### config.mk
export PLATFORM = sky130hd
export DESIGN_NAME = hazard_ctrl
export DESIGN_NICKNAME = d
export VERILOG_FILES = /design/src/rtl/hazard_pkg.sv /design/src/rtl/hazard_perf_cnt.sv /design/src/rtl/hazard_ctrl.sv
export SDC_FILE = /design/constraint.sdc
export NUM_CORES = 1
export LEC_CHECK = 0
export BUFFER_PORTS_ARGS = -buffer_cell sky130_fd_sc_hd__buf_2
export CORE_AREA = 2 2 39 41
export DETAILED_ROUTE_END_ITERATION = 10
export DIE_AREA = 0 0 41 43
export PLACE_DENSITY = 0.87
export SYNTH_ARGS = -nofsm -noshare
export SYNTH_HDL_FRONTEND = slang
export SYNTH_SLANG_ARGS = --single-unit
### constraint.sdc
create_clock -name clk -period 2.7 [get_ports clk]
set_input_delay 0.135 -clock clk [delete_from_list [all_inputs] [get_ports clk]]
set_output_delay 0.135 -clock clk [all_outputs]
set_load 0.005 [all_outputs]
### src/rtl/hazard_pkg.sv
// Shared definitions for the pipeline hazard controller.
//   hz_state_e          : controller FSM states (RUN, BR_WAIT)
//   MEM_TIMEOUT_DEFAULT : default bound on consecutive data-memory wait cycles
//   WCNT_W              : width of the memory wait counter
// `DONT_BRANCH and `TRUE normally come from sys_defs.vh. The guarded
// fallbacks below keep this slice self-contained when that header is not
// part of the build; an existing definition always wins.
`ifndef DONT_BRANCH
`define DONT_BRANCH 3'b000
`endif
`ifndef TRUE
`define TRUE 1'b1
`endif

package hazard_pkg;

    typedef enum logic [0:0] {
        RUN     = 1'b0,
        BR_WAIT = 1'b1
    } hz_state_e;

    localparam int unsigned MEM_TIMEOUT_DEFAULT = 15;
    localparam int unsigned WCNT_W              = 4;

endpackage

### src/rtl/hazard_perf_cnt.sv
// Saturating stall/flush cycle counters for the hazard controller.
// Only present when HAZARD_PERF_CNT_EN is defined; otherwise this file
// contributes nothing to the build.
//   clk, rst          : clock, asynchronous active-low reset
//   inc_stall         : this cycle had at least one pipeline enable low
//   inc_flush         : this cycle had a flush or bubble asserted
//   stall_cycles      : 16-bit saturating count of inc_stall cycles
//   flush_cycles      : 16-bit saturating count of inc_flush cycles
`ifdef HAZARD_PERF_CNT_EN
module hazard_perf_cnt (
    input  logic        clk,
    input  logic        rst,
    input  logic        inc_stall,
    input  logic        inc_flush,
    output logic [15:0] stall_cycles,
    output logic [15:0] flush_cycles
);

    always_ff @(posedge clk or negedge rst) begin
        if (!rst) begin
            stall_cycles <= '0;
            flush_cycles <= '0;
        end else begin
            // Counters stick at all-ones instead of wrapping.
            if (inc_stall && (stall_cycles != 16'hFFFF))
                stall_cycles <= stall_cycles + 16'd1;
            if (inc_flush && (flush_cycles != 16'hFFFF))
                flush_cycles <= flush_cycles + 16'd1;
        end
    end

endmodule
`endif

### src/rtl/hazard_ctrl.sv
// Pipeline hazard controller: load-use stalls, branch wait/flush and
// data-memory wait freeze with timeout.
// Optional feature macro: HAZARD_PERF_CNT_EN (adds ST_stall_cycles and
// ST_flush_cycles, driven by hazard_perf_cnt).
// Ports:
//   clk, rst                     : clock, asynchronous active-low reset
//   ID_*                         : decoded controls / source operands in ID
//   EX_rd, EX_is_load            : destination and load flag in EX
//   EX_br_resolved               : branch in EX resolved this cycle
//   MEM_req, MEM_ack             : data-memory handshake of MEM stage
//   ST_*_en                      : pipeline register enables
//   ST_br_stall                  : hold PC
//   ST_if_id_flush               : load NOP into IF/ID
//   ST_id_ex_bubble              : load NOP into ID/EX
//   ST_mem_err                   : one-cycle pulse on memory timeout
//   dbg_state                    : current FSM state
// Memory handshake: MEM_req high with MEM_ack low means the access is still
// outstanding; the cycle MEM_ack is high the access completes.
module hazard_ctrl
    import hazard_pkg::*;
#(
    parameter int unsigned MEM_TIMEOUT = MEM_TIMEOUT_DEFAULT
) (
    input  logic        clk,
    input  logic        rst,
    input  logic [11:0] ID_mux_sel,
    input  logic        ID_valid,
    input  logic [4:0]  ID_rs1,
    input  logic [4:0]  ID_rs2,
    input  logic        ID_uses_rs1,
    input  logic        ID_uses_rs2,
    input  logic [4:0]  EX_rd,
    input  logic        EX_is_load,
    input  logic        EX_br_resolved,
    input  logic        MEM_req,
    input  logic        MEM_ack,
    output logic        ST_if_id_en,
    output logic        ST_id_ex_en,
    output logic        ST_ex_mem_en,
    output logic        ST_mem_wb_en,
    output logic        ST_br_stall,
    output logic        ST_if_id_flush,
    output logic        ST_id_ex_bubble,
    output logic        ST_mem_err,
    output hz_state_e   dbg_state
`ifdef HAZARD_PERF_CNT_EN
    ,
    output logic [15:0] ST_stall_cycles,
    output logic [15:0] ST_flush_cycles
`endif
);

    localparam logic [WCNT_W-1:0] TIMEOUT_LIM = WCNT_W'(MEM_TIMEOUT);

    hz_state_e         state, state_nxt;
    logic [WCNT_W-1:0] wcnt, wcnt_nxt;
    logic              mem_wait, freeze, timeout, load_use, id_branch;
    logic              unused_mux_bits;

    assign unused_mux_bits = ^ID_mux_sel[8:0];
    assign dbg_state       = state;

    always_ff @(posedge clk or negedge rst) begin
        if (!rst) begin
            state <= RUN;
            wcnt  <= '0;
        end else begin
            state <= state_nxt;
            wcnt  <= wcnt_nxt;
        end
    end

    always_comb begin
        mem_wait  = MEM_req & ~MEM_ack;
        freeze    = mem_wait & (wcnt < TIMEOUT_LIM);
        timeout   = mem_wait & (wcnt == TIMEOUT_LIM);
        load_use  = EX_is_load & (EX_rd != 5'd0) & ID_valid &
                    ((ID_uses_rs1 & (ID_rs1 == EX_rd)) |
                     (ID_uses_rs2 & (ID_rs2 == EX_rd)));
        id_branch = ID_valid & (ID_mux_sel[11:9] != `DONT_BRANCH);

        state_nxt       = state;
        wcnt_nxt        = '0;
        ST_if_id_en     = 1'b1;
        ST_id_ex_en     = 1'b1;
        ST_ex_mem_en    = 1'b1;
        ST_mem_wb_en    = 1'b1;
        ST_br_stall     = 1'b0;
        ST_if_id_flush  = 1'b0;
        ST_id_ex_bubble = 1'b0;
        ST_mem_err      = 1'b0;

        // Outputs must sit at their idle values for the whole reset
        // window, even while the inputs still describe a hazard.
        if (rst) begin
            if (freeze) begin
                ST_if_id_en  = 1'b0;
                ST_id_ex_en  = 1'b0;
                ST_ex_mem_en = 1'b0;
                ST_mem_wb_en = 1'b0;
                ST_br_stall  = 1'b1;
                wcnt_nxt     = wcnt + 1'b1;
            end else begin
                // A timed-out access releases the pipeline this cycle;
                // normal hazard handling proceeds alongside the error.
                ST_mem_err = timeout;
                unique case (state)
                    RUN: begin
                        if (load_use) begin
                            ST_if_id_en     = 1'b0;
                            ST_br_stall     = 1'b1;
                            ST_id_ex_bubble = 1'b1;
                        end else if (id_branch) begin
                            ST_br_stall = 1'b1;
                            state_nxt   = BR_WAIT;
                        end
                    end
                    BR_WAIT: begin
                        ST_br_stall    = 1'b1;
                        ST_if_id_flush = 1'b1;
                        if (EX_br_resolved)
                            state_nxt = RUN;
                    end
                    default: state_nxt = RUN;
                endcase
            end
        end
    end

`ifdef HAZARD_PERF_CNT_EN
    hazard_perf_cnt u_perf_cnt (
        .clk          (clk),
        .rst          (rst),
        .inc_stall    (~(ST_if_id_en & ST_id_ex_en & ST_ex_mem_en & ST_mem_wb_en)),
        .inc_flush    (ST_if_id_flush | ST_id_ex_bubble),
        .stall_cycles (ST_stall_cycles),
        .flush_cycles (ST_flush_cycles)
    );
`endif

endmodule

==> metrics.txt <==
Total Nets Final 129; Synth cell types 26; die area approximately 1800 µm²; area leader, netlist dfrtp_1; CP endpoint kind primary output; min-delay src MEM_ack; Global Route Usage Sum 0.1545; setup violators final 0; hold depth 4; synthesized area roughly 460 µm²; area of the core region approximately 1400 µm²; biggest cell delay along the critical path ~360 ps; warning count from the yosys run 0; area post-placement between 600 and 700 µm²; FF-to-FF path depth 5; die height between 40 and 50 µm; crit path kind reg2out; pwr/cell area 369.2 nW/µm²; area grow syn2layout 47.01%; I/O pin cnt 45; RePlAce Congestion 0.7052; reg-to-reg endpoint dbg_state; Slew headroom 0.8133; TritonCTS clock tree yes; post-synthesis register bit count 5; met1 Usage GRT 0.1115; num rows 14; max cap viols 0; vias per cell a little under 5; Final min period approximately 1700 ps; routed wire length per instance approximately 11 µm; R2R setup slack ~1300 ps; Overflow after GRT 0; Reg clk slew, reported paths around 40 ps; antenna cells 0; post-synth top area share 0.2717; cells along the critical path ha_1 > nand3_1 > a21o_2 > nor4_1 > buf_2; Seq/Total Area, Yosys 0.2717; Final Skew between 1.5 and 2 ps; Final TNS setup 0 ps; Synth Instances 53; HP Class in2reg; first-pass GRT wire length approximately 1.8 mm; syn nets 90; wirelength, routed between 1 and 1.5 mm; GR peak layer met2; vias in the first global route between 500 and 600; GR Util met2 0.3000; post-route ant nets 0; Starting Density 0.3327; I/O Buffers 35; Max Slew Vio Count 0; cell leakage power 0.3282 nW; CTS HTree Levels 1; Initial DRC Count 0; outcome complete, no violations; CP required ~2600 ps; final instance area about 680 µm²; WP buf/inv 1; top post-synthesis cells by area dfrtp_1, xnor2_1, nand2_1; Die W 41 µm; Slew @ Worst Pin 279.4 ps; crit-path max FO 4; Top delay family on crit path simple AND/OR/NAND/NOR gates; drt drc 0; worst hold slack roughly 220 ps; Initial DRT Pass Iterations 1; routed vias around 530; final setup margin 972.7 ps; initial antenna violation count 0; Clk Latency, worst-skew pair ~240 ps; CP Launch Type flop; critical path arrival 1590 ps; r2r startpoint wcnt[0]; Hold Fails Final Rpt 0; cts bufs inserted 3; largest net degree at the start of global routing 10; pre-CTS WS ~1200 ps; layout cells sized above 1 0.4725; Achievable Freq around 580 MHz; Final period util 0.6398; clock buffer depth 2; Post-Route Utilization 0.4892; dpl hpwl about 980 µm; hold path endpoint wcnt[2]; clock tree root driver cell clkbuf_4; clock tree sinks 5; Mapped Avg Cell Area around 8.7 µm²; met3 Use GR 0.04188; slowest stage cell, crit path dfrtp_1; VDD IR max approximately 0.22 mV; RSZ-0062 raised after global routing no; Setup Buffers After CTS 0
-- repair_timing --
item	4_1_cts	5_1_grt
setup endpoints to repair	0	0
hold buffers	1	0
endpoints found under the hold margin	5	0
resized for setup	0	0
-- worst max-delay path by stage --
stage,from,to,slack (ps),cells after the start
6_report,wcnt[0],ST_id_ex_bubble,970,5
5_1_grt,wcnt[0],ST_id_ex_bubble,850,5
4_1_cts,wcnt[0],ST_id_ex_bubble,930,5
3_5_place_dp,EX_rd[4],ST_if_id_en,1170,6
3_3_place_gp,EX_rd[0],ST_if_id_en,1200,6
2_1_floorplan,wcnt[0],ST_id_ex_bubble,1400,4
-- worst min-delay path: stages --
cell	delay, ps
buf_2	80
nor2b_1	70
nand2_1	90
nor2_1	50
-- registers in the layout, summed over array words and instances (netlist names) --
register and cells:
dbg_state 1, wcnt 4
-- cell usage in the layout, fill, tap and decap left out, types with 2 or more instances in the layout --
master,instances
nand2_1,5
inv_1,2
nand3_1,3
nand4_1,2
buf_2,35
dfrtp_1,5
clkbuf_4,3
xnor2_1,11
nor2_1,5
-- cells by family after synthesis --
| kind of cell | share of synthesized area |
|---|---|
| and+or+nand+nor | 0.2256 |
| xor gates and xnor gates | 0.2283 |
| AOI/OAI and AO/OA | 0.1766 |
| DFF | 0.2717 |
| buffers and inverters | 0.04891 |
| muxes | 0.02174 |
| adders and majority gates | 0.02717 |
-- cell type report --
class	instances	area, µm²
clock buffer	4	26.28
fill	138	706.9
inverter	2	7.507
timing repair buffer	36	185.2
tap	16	20.02
sequential	5	125.1
multi-input combinational	44	312.8
-- stage by stage --
stage	cells	power (mW)
floorplan	53	0.1289
global placement	102	0.1640
detailed placement	102	0.1671
CTS	107	0.2562
global route	107	0.2717
finish	107	0.2499
-- power breakdown --
part / switching [mW] / internal (mW) / leakage (nW) / total, mW
registers: 0.00748 / 0.0795 / 0.0680 / 0.0870
logic: 0.0358 / 0.0435 / 0.245 / 0.0793
clock network: 0.0278 / 0.0557 / 0.0150 / 0.0835
total: 0.0711 / 0.179 / 0.328 / 0.250
-- cells in the mapped netlist --
cell type  number
nor2_1          5
nand2_1         5
and3_1          1
a21oi_1         1
o41a_2          1
buf_4           2
dfrtp_1         5
nor2b_1         1
inv_1           2
o22ai_1         1
a21o_2          1
o31ai_1         1
mux2i_1         1
nor2_2          1
nor4_1          1
a21o_1          1
o22a_1          1
o211ai_2        1
ha_1            1
a211oi_2        1
or4_1           1
nand3_1         3
nand4_1         2
xnor2_1        11
xor2_1          1
or3_1           1
-- metal layers --
| layer | up-vias | wire (µm) |
|---|---|---|
| met1 | 238 | 388 |
| met3 | 0 | 157 |
| met5 | - | 0 |
| met4 | 0 | 0 |
| li1 | 262 | - |
| met2 | 27 | 598 |
No activity file was read; power rests on OpenSTA's default activity.
